===== src/rtl/rgb_pwm_pkg.sv =====
// rgb_pwm_pkg: register map and default widths for the RGB PWM slave.
// DUTY_ONE is the duty register value that means 100 % on.
package rgb_pwm_pkg;

    localparam int PERIOD_W_DEF = 24;
    localparam int DUTY_W_DEF   = 12;

    localparam logic [1:0] ADDR_PERIOD = 2'd0;
    localparam logic [1:0] ADDR_RED    = 2'd1;
    localparam logic [1:0] ADDR_GREEN  = 2'd2;
    localparam logic [1:0] ADDR_BLUE   = 2'd3;

    localparam int CH_RED   = 2;
    localparam int CH_GREEN = 1;
    localparam int CH_BLUE  = 0;

    localparam int DUTY_ONE = 1 << DUTY_W_DEF;

endpackage


===== src/rtl/rgb_pwm_channel.sv =====
// pwm_channel: one colour of the RGB PWM (threshold, active copy, compare).
// Optional RGB_PWM_ACTIVE_LOW_EN inverts the output for common-anode LEDs.
module pwm_channel
    import rgb_pwm_pkg::*;
#(
    parameter int PERIOD_W = PERIOD_W_DEF,
    parameter int DUTY_W   = DUTY_W_DEF
) (
    input  logic                clk,
    input  logic                reset_n,
    input  logic [PERIOD_W-1:0] period_stage,
    input  logic [DUTY_W:0]     duty_stage,
    input  logic [PERIOD_W-1:0] cnt,
    input  logic                boundary,
    input  logic                run,
    output logic                pwm
);

    localparam int PROD_W = PERIOD_W + DUTY_W + 1;

`ifdef RGB_PWM_ACTIVE_LOW_EN
    localparam logic PWM_IDLE = 1'b1;
`else
    localparam logic PWM_IDLE = 1'b0;
`endif

    logic [PROD_W-1:0]   prod;
    logic [PERIOD_W-1:0] thr;
    logic [PERIOD_W-1:0] thr_act;

    assign prod = PROD_W'(period_stage) * PROD_W'(duty_stage);

    // Register the scaled threshold so the multiplier has a full cycle.
    always_ff @(posedge clk or negedge reset_n) begin
        if (!reset_n) begin
            thr <= '0;
        end else begin
            thr <= PERIOD_W'(prod >> DUTY_W);
        end
    end

    // Adopt the new threshold only at a period boundary.
    always_ff @(posedge clk or negedge reset_n) begin
        if (!reset_n) begin
            thr_act <= '0;
        end else if (boundary) begin
            thr_act <= thr;
        end
    end

    // Compare flop; idle level while the period is zero.
    always_ff @(posedge clk or negedge reset_n) begin
        if (!reset_n) begin
            pwm <= PWM_IDLE;
        end else begin
            pwm <= PWM_IDLE ^ (run && (cnt < thr_act));
        end
    end

endmodule


===== src/rtl/rgb_pwm_avalon.sv =====
// rgb_pwm_avalon: Avalon-MM slave driving a 3-bit RGB PWM conduit.
// Macro RGB_PWM_ACTIVE_LOW_EN selects inverted (common-anode) outputs.
module rgb_pwm_avalon
    import rgb_pwm_pkg::*;
#(
    parameter int PERIOD_W = PERIOD_W_DEF,
    parameter int DUTY_W   = DUTY_W_DEF
) (
    input  logic        clk,
    input  logic        reset_n,
    input  logic [1:0]  avs_address,
    input  logic        avs_read,
    input  logic        avs_write,
    input  logic [31:0] avs_writedata,
    output logic [31:0] avs_readdata,
    output logic [2:0]  rgb_output
);

    localparam logic [DUTY_W:0] ONE_Q = (DUTY_W + 1)'(1) << DUTY_W;

    logic [PERIOD_W-1:0]  period_stage;
    logic [PERIOD_W-1:0]  period_act;
    logic [PERIOD_W-1:0]  cnt;
    logic [2:0][DUTY_W:0] duty_stage;
    logic [DUTY_W:0]      wr_duty;
    logic [31:0]          rd_mux;
    logic                 run;
    logic                 boundary;
    logic                 unused_wdata;

    assign unused_wdata = ^avs_writedata[31:PERIOD_W];

    // Clamp incoming duty values to 1.0.
    always_comb begin
        wr_duty = avs_writedata[DUTY_W:0];
        if (wr_duty > ONE_Q) begin
            wr_duty = ONE_Q;
        end
    end

    // Read mux over the staging registers, zero-extended.
    always_comb begin
        rd_mux = '0;
        unique case (avs_address)
            ADDR_PERIOD: rd_mux[PERIOD_W-1:0] = period_stage;
            ADDR_RED:    rd_mux[DUTY_W:0]     = duty_stage[CH_RED];
            ADDR_GREEN:  rd_mux[DUTY_W:0]     = duty_stage[CH_GREEN];
            ADDR_BLUE:   rd_mux[DUTY_W:0]     = duty_stage[CH_BLUE];
        endcase
    end

    // Staging register writes and registered read data.
    always_ff @(posedge clk or negedge reset_n) begin
        if (!reset_n) begin
            period_stage <= '0;
            duty_stage   <= '0;
            avs_readdata <= '0;
        end else begin
            if (avs_write) begin
                unique case (avs_address)
                    ADDR_PERIOD: period_stage <= avs_writedata[PERIOD_W-1:0];
                    ADDR_RED:    duty_stage[CH_RED]   <= wr_duty;
                    ADDR_GREEN:  duty_stage[CH_GREEN] <= wr_duty;
                    ADDR_BLUE:   duty_stage[CH_BLUE]  <= wr_duty;
                endcase
            end
            if (avs_read) begin
                avs_readdata <= rd_mux;
            end
        end
    end

    assign run      = (period_act != '0);
    assign boundary = !run || (cnt == period_act - PERIOD_W'(1));

    // Shared period counter; reloads the active period at each boundary.
    always_ff @(posedge clk or negedge reset_n) begin
        if (!reset_n) begin
            cnt        <= '0;
            period_act <= '0;
        end else if (boundary) begin
            cnt        <= '0;
            period_act <= period_stage;
        end else begin
            cnt <= cnt + PERIOD_W'(1);
        end
    end

    for (genvar i = 0; i < 3; i++) begin : g_ch
        pwm_channel #(
            .PERIOD_W (PERIOD_W),
            .DUTY_W   (DUTY_W)
        ) u_ch (
            .clk          (clk),
            .reset_n      (reset_n),
            .period_stage (period_stage),
            .duty_stage   (duty_stage[i]),
            .cnt          (cnt),
            .boundary     (boundary),
            .run          (run),
            .pwm          (rgb_output[i])
        );
    end

endmodule


===== config.mk =====
export PLATFORM = sky130hd
export DESIGN_NAME = rgb_pwm_avalon
export DESIGN_NICKNAME = d
export VERILOG_FILES = /design/src/rtl/rgb_pwm_pkg.sv /design/src/rtl/rgb_pwm_channel.sv /design/src/rtl/rgb_pwm_avalon.sv
export SDC_FILE = /design/constraint.sdc
export NUM_CORES = 2
export LEC_CHECK = 0
export ABC_AREA = 1
export BUFFER_PORTS_ARGS = -buffer_cell sky130_fd_sc_hd__buf_2
export CAP_MARGIN = 40
export CORE_AREA = 2 2 262 264
export DETAILED_ROUTE_END_ITERATION = 16
export DIE_AREA = 0 0 264 266
export PLACE_DENSITY = 0.81
export SLEW_MARGIN = 20
export SYNTH_ARGS = -nofsm -noshare
export SYNTH_HDL_FRONTEND = slang
export SYNTH_SLANG_ARGS = --single-unit

===== constraint.sdc =====
create_clock -name clk -period 16.08 [get_ports clk]
set_input_delay 2.412 -clock clk [delete_from_list [all_inputs] [get_ports clk]]
set_output_delay 2.412 -clock clk [all_outputs]
set_load 0.005 [all_outputs]

* Word level (Yosys, flattened, before mapping)
Index checks and enable logic that the tools add are counted.
** Operators by class
- $add $sub $neg :: 2
- Multipliers :: 3
- Div/mod/pow operators :: 0
- $lt $le $gt $ge :: 4
- Equal/unequal tests :: 4
- Shift operators :: 0
- Multiplexer cells :: 4
- Bitwise logic cells :: 0
- Reduce and logical (&&, ||, !) cells :: 11
** Operators by type and width (count)
- $mul 24x13->36 :: 3
- $lt 24x24->1 :: 3
- $pmux 13 s4 :: 1
- $add 24x1->24 const B :: 1
- $eq 24x24->1 :: 1
- $mux 24 :: 1
- $reduce_bool 24->1 :: 1
- $sub 24x1->24 const B :: 1
- $gt 13x13->1 const B :: 1
- $mux 13 :: 1
- $mux 11 :: 1
- $reduce_and 2->1 :: 4
- $eq 2x2->1 const B :: 2
- $logic_and 1x1->1 :: 3
- $eq 2x1->1 const B :: 1
- $logic_not 2->1 :: 1
- $logic_not 1->1 :: 1
- $logic_or 1x1->1 :: 1
** Storage, ports and cells
- Bits in registers :: 282
- Latch bits :: 0
- Memory bits (writable) :: 0
- Memory bits (read-only) :: 0
- Input port bits :: 38
- Output and inout bits :: 35
- Word-level logic and storage cells :: 44
- Memories kept :: 0

* Depth between registers and ports, before layout
- Word-level depth :: 4
- Depth in mapped cells :: 26
- Mapped depth without buffers :: 24

* Hierarchy
A second synthesis with hierarchy kept.
** Second synthesis, totals
- Cells, all modules :: 5730
- Area total of the unflattened synthesis :: 43470.4 sq um
** Modules (own cells, without submodules)
- pwm_channel at g_ch[1].u_ch :: instances 1, cells an instance 1621, area each 12180.4 sq um, seq. area each 1226.2 sq um
- pwm_channel at g_ch[0].u_ch :: instances 1, cells an instance 1618, area each 12164.2 sq um, seq. area each 1226.2 sq um
- pwm_channel at g_ch[2].u_ch :: instances 1, cells an instance 1618, area each 12160.4 sq um, seq. area each 1226.2 sq um
- rgb_pwm_avalon :: instances 1, cells an instance 873, area each 6965.4 sq um, seq. area each 3378.2 sq um

* Least setup slack after synthesis
Ideal clock, no wire load.
- Kind :: register to register
- Start :: register period_stage[23]
- End :: register g_ch[1].u_ch.thr[23]
- Arrival time :: 4.949 ns
- Slack :: 11.052 ns
- Stages on the path, launching flop included :: 22
- Path buffers :: 3
- Period minus slack after synthesis :: 5.028 ns
- Cell sequence :: dfrtp_1 > clkbuf_1 > clkbuf_1 > buf_1 > nand2_1 > fa_1 > inv_1 > fa_1 > inv_1 > fa_1 > fa_1 > fa_1 > inv_1 > ha_1 > nand2_1 > nor2_1 > inv_1 > nor2_1 > inv_1 > o211a_1 > nand2_1 > xor2_1
** Between the ends
- Word-level cells in the longest chain between the ends :: 1
** Ends and longest elaborated chain
- start: declaration :: RTL line rgb_pwm_avalon.sv:21 : logic [PERIOD_W-1:0] period_stage;
- start signal: assignment :: RTL line rgb_pwm_avalon.sv:61 : ADDR_PERIOD: period_stage <= avs_writedata[PERIOD_W-1:0];
- $mul 24x13->36 :: RTL line rgb_pwm_channel.sv:31 : assign prod = PROD_W'(period_stage) * PROD_W'(duty_stage);
- named net g_ch[1].u_ch.prod[35] :: RTL line rgb_pwm_channel.sv:27 : logic [PROD_W-1:0] prod;
- end signal: assignment :: RTL line rgb_pwm_channel.sv:38 : thr <= PERIOD_W'(prod >> DUTY_W);
- end: declaration :: RTL line rgb_pwm_channel.sv:28 : logic [PERIOD_W-1:0] thr;
The timed path passes the listed nets, and every way through them passes these cells.
A chain may end at the register's enable or synchronous reset.

* Final worst setup path
- Start :: register period_stage[7]
- End :: register g_ch[1].u_ch.thr[10]
Same word-level chain as after synthesis.

==> impl_metrics.env <==
export IMPL_period_share_pct=39.6
export IMPL_worstSetupPathType="reg2reg"
export IMPL_required_ns=16.53
export IMPL_die_x_um=264
export IMPL_worstPathCellList="buf_4 > nand2_1 > inv_1 > fa_1 > inv_1 > fa_1 > inv_1 > fa_1 > fa_1 > fa_1 > ha_1 > nand2_1 > nor4_1 > nand2_1 > nand2_1 > nand3_1 > a31oi_1 > xor2_1"
export IMPL_detail_route_wl_per_cell_um=18.4
export IMPL_final_period_minus_worst_setup_slack_ns=6.37
export IMPL_antenna_found_initial=1
export IMPL_layout_cells_non_filler=6424
export IMPL_insertion_delay_ns=0.59
export IMPL_cp_top_family="adder cells"
export IMPL_worstSetupEndpoint="g_ch[1].u_ch.thr[10]"
export IMPL_rsz0062_at_grt="false"
export IMPL_fin_skew_ns=0.0440
export IMPL_worstSetupStartpoint="period_stage[7]"
export IMPL_avg_synthesized_cell_area_um2=7.71
export IMPL_post_cts_resize_count=0
export IMPL_reg2reg_slack_ns=9.71
export IMPL_count_of_synthesis_stage_warnings_from_yosys=0
export IMPL_critPathArrivalTime_ns=6.82
export IMPL_drt_antenna_violating_nets=0
export IMPL_multi_input_area_um2=29800
export IMPL_synth_seq_cells=282
export IMPL_worstMarginPinSlew_ns=0.888
export IMPL_drv_cap=0
export IMPL_async_reset_ff_share_pct=100
export IMPL_postCtsSetupRepairBufs=0
export IMPL_num_nets_final=6570
export IMPL_setup_violations_final=0
export IMPL_htree_levels=2
export IMPL_post_route_drc_count=0
export IMPL_place_detailed_instances=6362
export IMPL_fin_tns_setup_ns=0
export IMPL_placement_io_buffers=56
export IMPL_synth_area_top_cells="fa_1 (33%), dfrtp_1 (16%), nand2_1 (14%)"
export IMPL_netlist_instances=5635
export IMPL_cts_path_max_buffers=3
export IMPL_cts_root_buf="clkbuf_16"
export IMPL_route_vias_total=36100
export IMPL_die_area_um2=70200
export IMPL_place_congestion=0.990
export IMPL_final_seq_area_um2=7060
export IMPL_hold_violations=0
export IMPL_cts_hold_buf=0
export IMPL_cts_inserted_buffers=34
export IMPL_drv_slew=0
export IMPL_route_detailed_vias_per_inst=5.63
export IMPL_critical_path_peak_fanout=24
export IMPL_synth_edf_count=0
export IMPL_timing_slew_headroom_pct=40.8
export IMPL_crit_path_top_delay_cell="dfrtp_1"
export IMPL_number_of_unique_standard_cell_types_used_by_synthesis=44
export IMPL_filler_cell_count=5453
export IMPL_reg2reg_from="period_stage[7]"
export IMPL_yosysSeqAreaShare_pct=16.2
export IMPL_clock_sinks=282
export IMPL_r2r_end="g_ch[1].u_ch.thr[10]"
export IMPL_critical_path_buf_inv_count=4
export IMPL_placementRows=96
export IMPL_floorplan_initialDensity_pct=64.1
export IMPL_status="finished, final reports clean"
export IMPL_critical_path_startpoint_type="flip-flop"
export IMPL_synth_top_cell_by_area="fa_1"
export IMPL_critical_path_depth=18
export IMPL_maxClockFrequency_mhz=157
export IMPL_min_delay_path_class="reg2reg"
export IMPL_final_layout_size_suffix_gt1_share_pct=4.10
export IMPL_routed_wl_um=118000
export IMPL_yosys_area_top_type_share_pct=33.2
export IMPL_critical_path_endpoint_type="flip-flop"
export IMPL_tritoncts="built"
export IMPL_synth_area_um2=43400
export IMPL_dpl_hpwl_um=91100
export IMPL_die_height_um=266
export IMPL_placeableCoreArea_um2=67700
export IMPL_worst_path_largest_cell_delay_ns=0.91
export IMPL_grt_total_usage_pct=35.5
export IMPL_ys_dominant_reg_cell="dfrtp_1"
export IMPL_timing_reg2reg_worst_path_depth=18
export IMPL_initialDrtViolationCount=3231
export IMPL_top_level_pins=73
export IMPL_grt_pass1_wl_um=196000
export IMPL_grt_max_degree=71
export IMPL_vias_in_the_first_global_route=38400
export IMPL_firstDrtPassIters=6
export IMPL_timing_critical_path_mode_cell="fa_1"
export IMPL_cts_clk_slew_worst_paths_ns=0.06
export IMPL_grt_overflow_total=0
export IMPL_syn2layout_area_growth_pct=5.55
-- flip-flops by register name (all words and copies together) (netlist names) --
register           flops
cnt                   24
period_stage          24
avs_readdata          24
g_ch.u_ch.thr         72
g_ch.u_ch.thr_act     72
period_act            24
duty_stage            39
g_ch.u_ch.pwm          3
-- worst min-delay path by stage --
| stage | cells past startpoint | end | slack (ns) | from |
|---|---|---|---|---|
| 2_1_floorplan | 2 | g_ch[0].u_ch.thr_act[0] | 0.42 | g_ch[0].u_ch.thr[0] |
| 3_5_place_dp | 2 | g_ch[0].u_ch.thr_act[2] | 0.42 | g_ch[0].u_ch.thr[2] |
| 3_3_place_gp | 2 | g_ch[1].u_ch.thr_act[7] | 0.42 | g_ch[1].u_ch.thr[7] |
| 6_report | 2 | g_ch[1].u_ch.thr_act[2] | 0.43 | g_ch[1].u_ch.thr[2] |
| 4_1_cts | 2 | g_ch[1].u_ch.thr_act[2] | 0.43 | g_ch[1].u_ch.thr[2] |
| 5_1_grt | 2 | g_ch[0].u_ch.thr_act[10] | 0.46 | g_ch[0].u_ch.thr[10] |
-- cells by family (layout without fill, tap and decap cells) --
family | count (synthesis) | in the layout | share of synthesized area (%)
adder cells (fa/ha/maj) | 1016 | 1016 | 41.7
other | 1 | 9 | 0.00863
buffers and inverters | 1727 | 1626 | 15.2
multiplexers | 19 | 19 | 0.493
AND/OR/NAND/NOR | 2127 | 2127 | 19.5
flip-flops | 282 | 282 | 16.2
AO/OA/AOI/OAI | 358 | 358 | 4.70
XOR/XNOR | 105 | 105 | 2.12
-- metal layers --
metal	GRT usage (%)	wire length [um]	vias to the layer above
met5	0	0	-
met4	19.1	6950	0
met3	6.34	10800	461
met2	60.2	57200	1767
met1	43.4	43600	17800
li1	-	-	16100
-- Yosys cell counts, drive strengths merged (4+ instances only) --
library cell and instances:
a41oi 6, xnor2 23, nand3b 6, ha 296
a21oi 161, o211ai 6, nand2 1613, dfrtp 282
fa 720, nor3 35, a21o 21, a211oi 7
inv 1428, nor2 225, o21a 7, mux2 19
clkbuf 260, o211a 4, a221oi 10, o21ai 108
nand3 188, nor4 15, xor2 82, nand4 42
a31oi 11, o221ai 4, buf 39
-- cell type report --
cell class / count / share of cell area (%)
multi-input cells: 3633 / 65.0
well taps: 882 / 2.41
diodes: 1 / 0.00546
repair buffers: 137 / 2.91
clock buffers: 44 / 2.05
flip-flops and latches: 282 / 15.4
inverters: 1428 / 11.7
clock inverters: 17 / 0.538
-- cells in the final DEF, fill, tap and decap left out, drive strengths merged, types with 2 or more instances in the layout --
master     n
buf      137
nor3      35
nand3    188
a41oi      6
a21oi    161
nor4      15
inv     1429
dfrtp    282
nand4     42
a21o      21
a21boi     2
a31oi     11
a211oi     7
nor2     225
nand3b     6
xnor2     23
a221oi    10
xor2      82
o221ai     4
clkinv    11
bufinv     4
a311oi     2
clkbuf    44
o21ai    108
o211a      4
mux2      19
nand2   1613
o31ai      2
ha       296
o21a       7
o211ai     6
conb       8
a22o       2
fa       720
o21bai     2
and2       2
o22ai      2
-- stage by stage --
step	cell area (um^2)	worst slack [ns]	hold WS [ns]	util, %
floorplan	43500	11.05	0.418	-
global placement	43900	9.59	0.423	64.8
detailed placement	44700	9.94	0.424	65.9
CTS	45800	9.88	0.426	67.7
global route	45800	9.61	0.463	67.7
finish	45800	9.71	0.429	67.7
-- worst register-to-register path: stages (launching register included) --
cell	delay, ns
dfrtp_1	0.91
buf_4	0.52
nand2_1	0.12
inv_1	0.09
fa_1	0.42
inv_1	0.09
fa_1	0.42
inv_1	0.10
fa_1	0.46
fa_1	0.46
fa_1	0.41
ha_1	0.52
nand2_1	0.28
nor4_1	0.33
nand2_1	0.08
nand2_1	0.29
nand3_1	0.19
a31oi_1	0.31
xor2_1	0.25
Power is not shown: default switching activity piles up to over one toggle a cycle in this logic, so the estimate is an artifact.
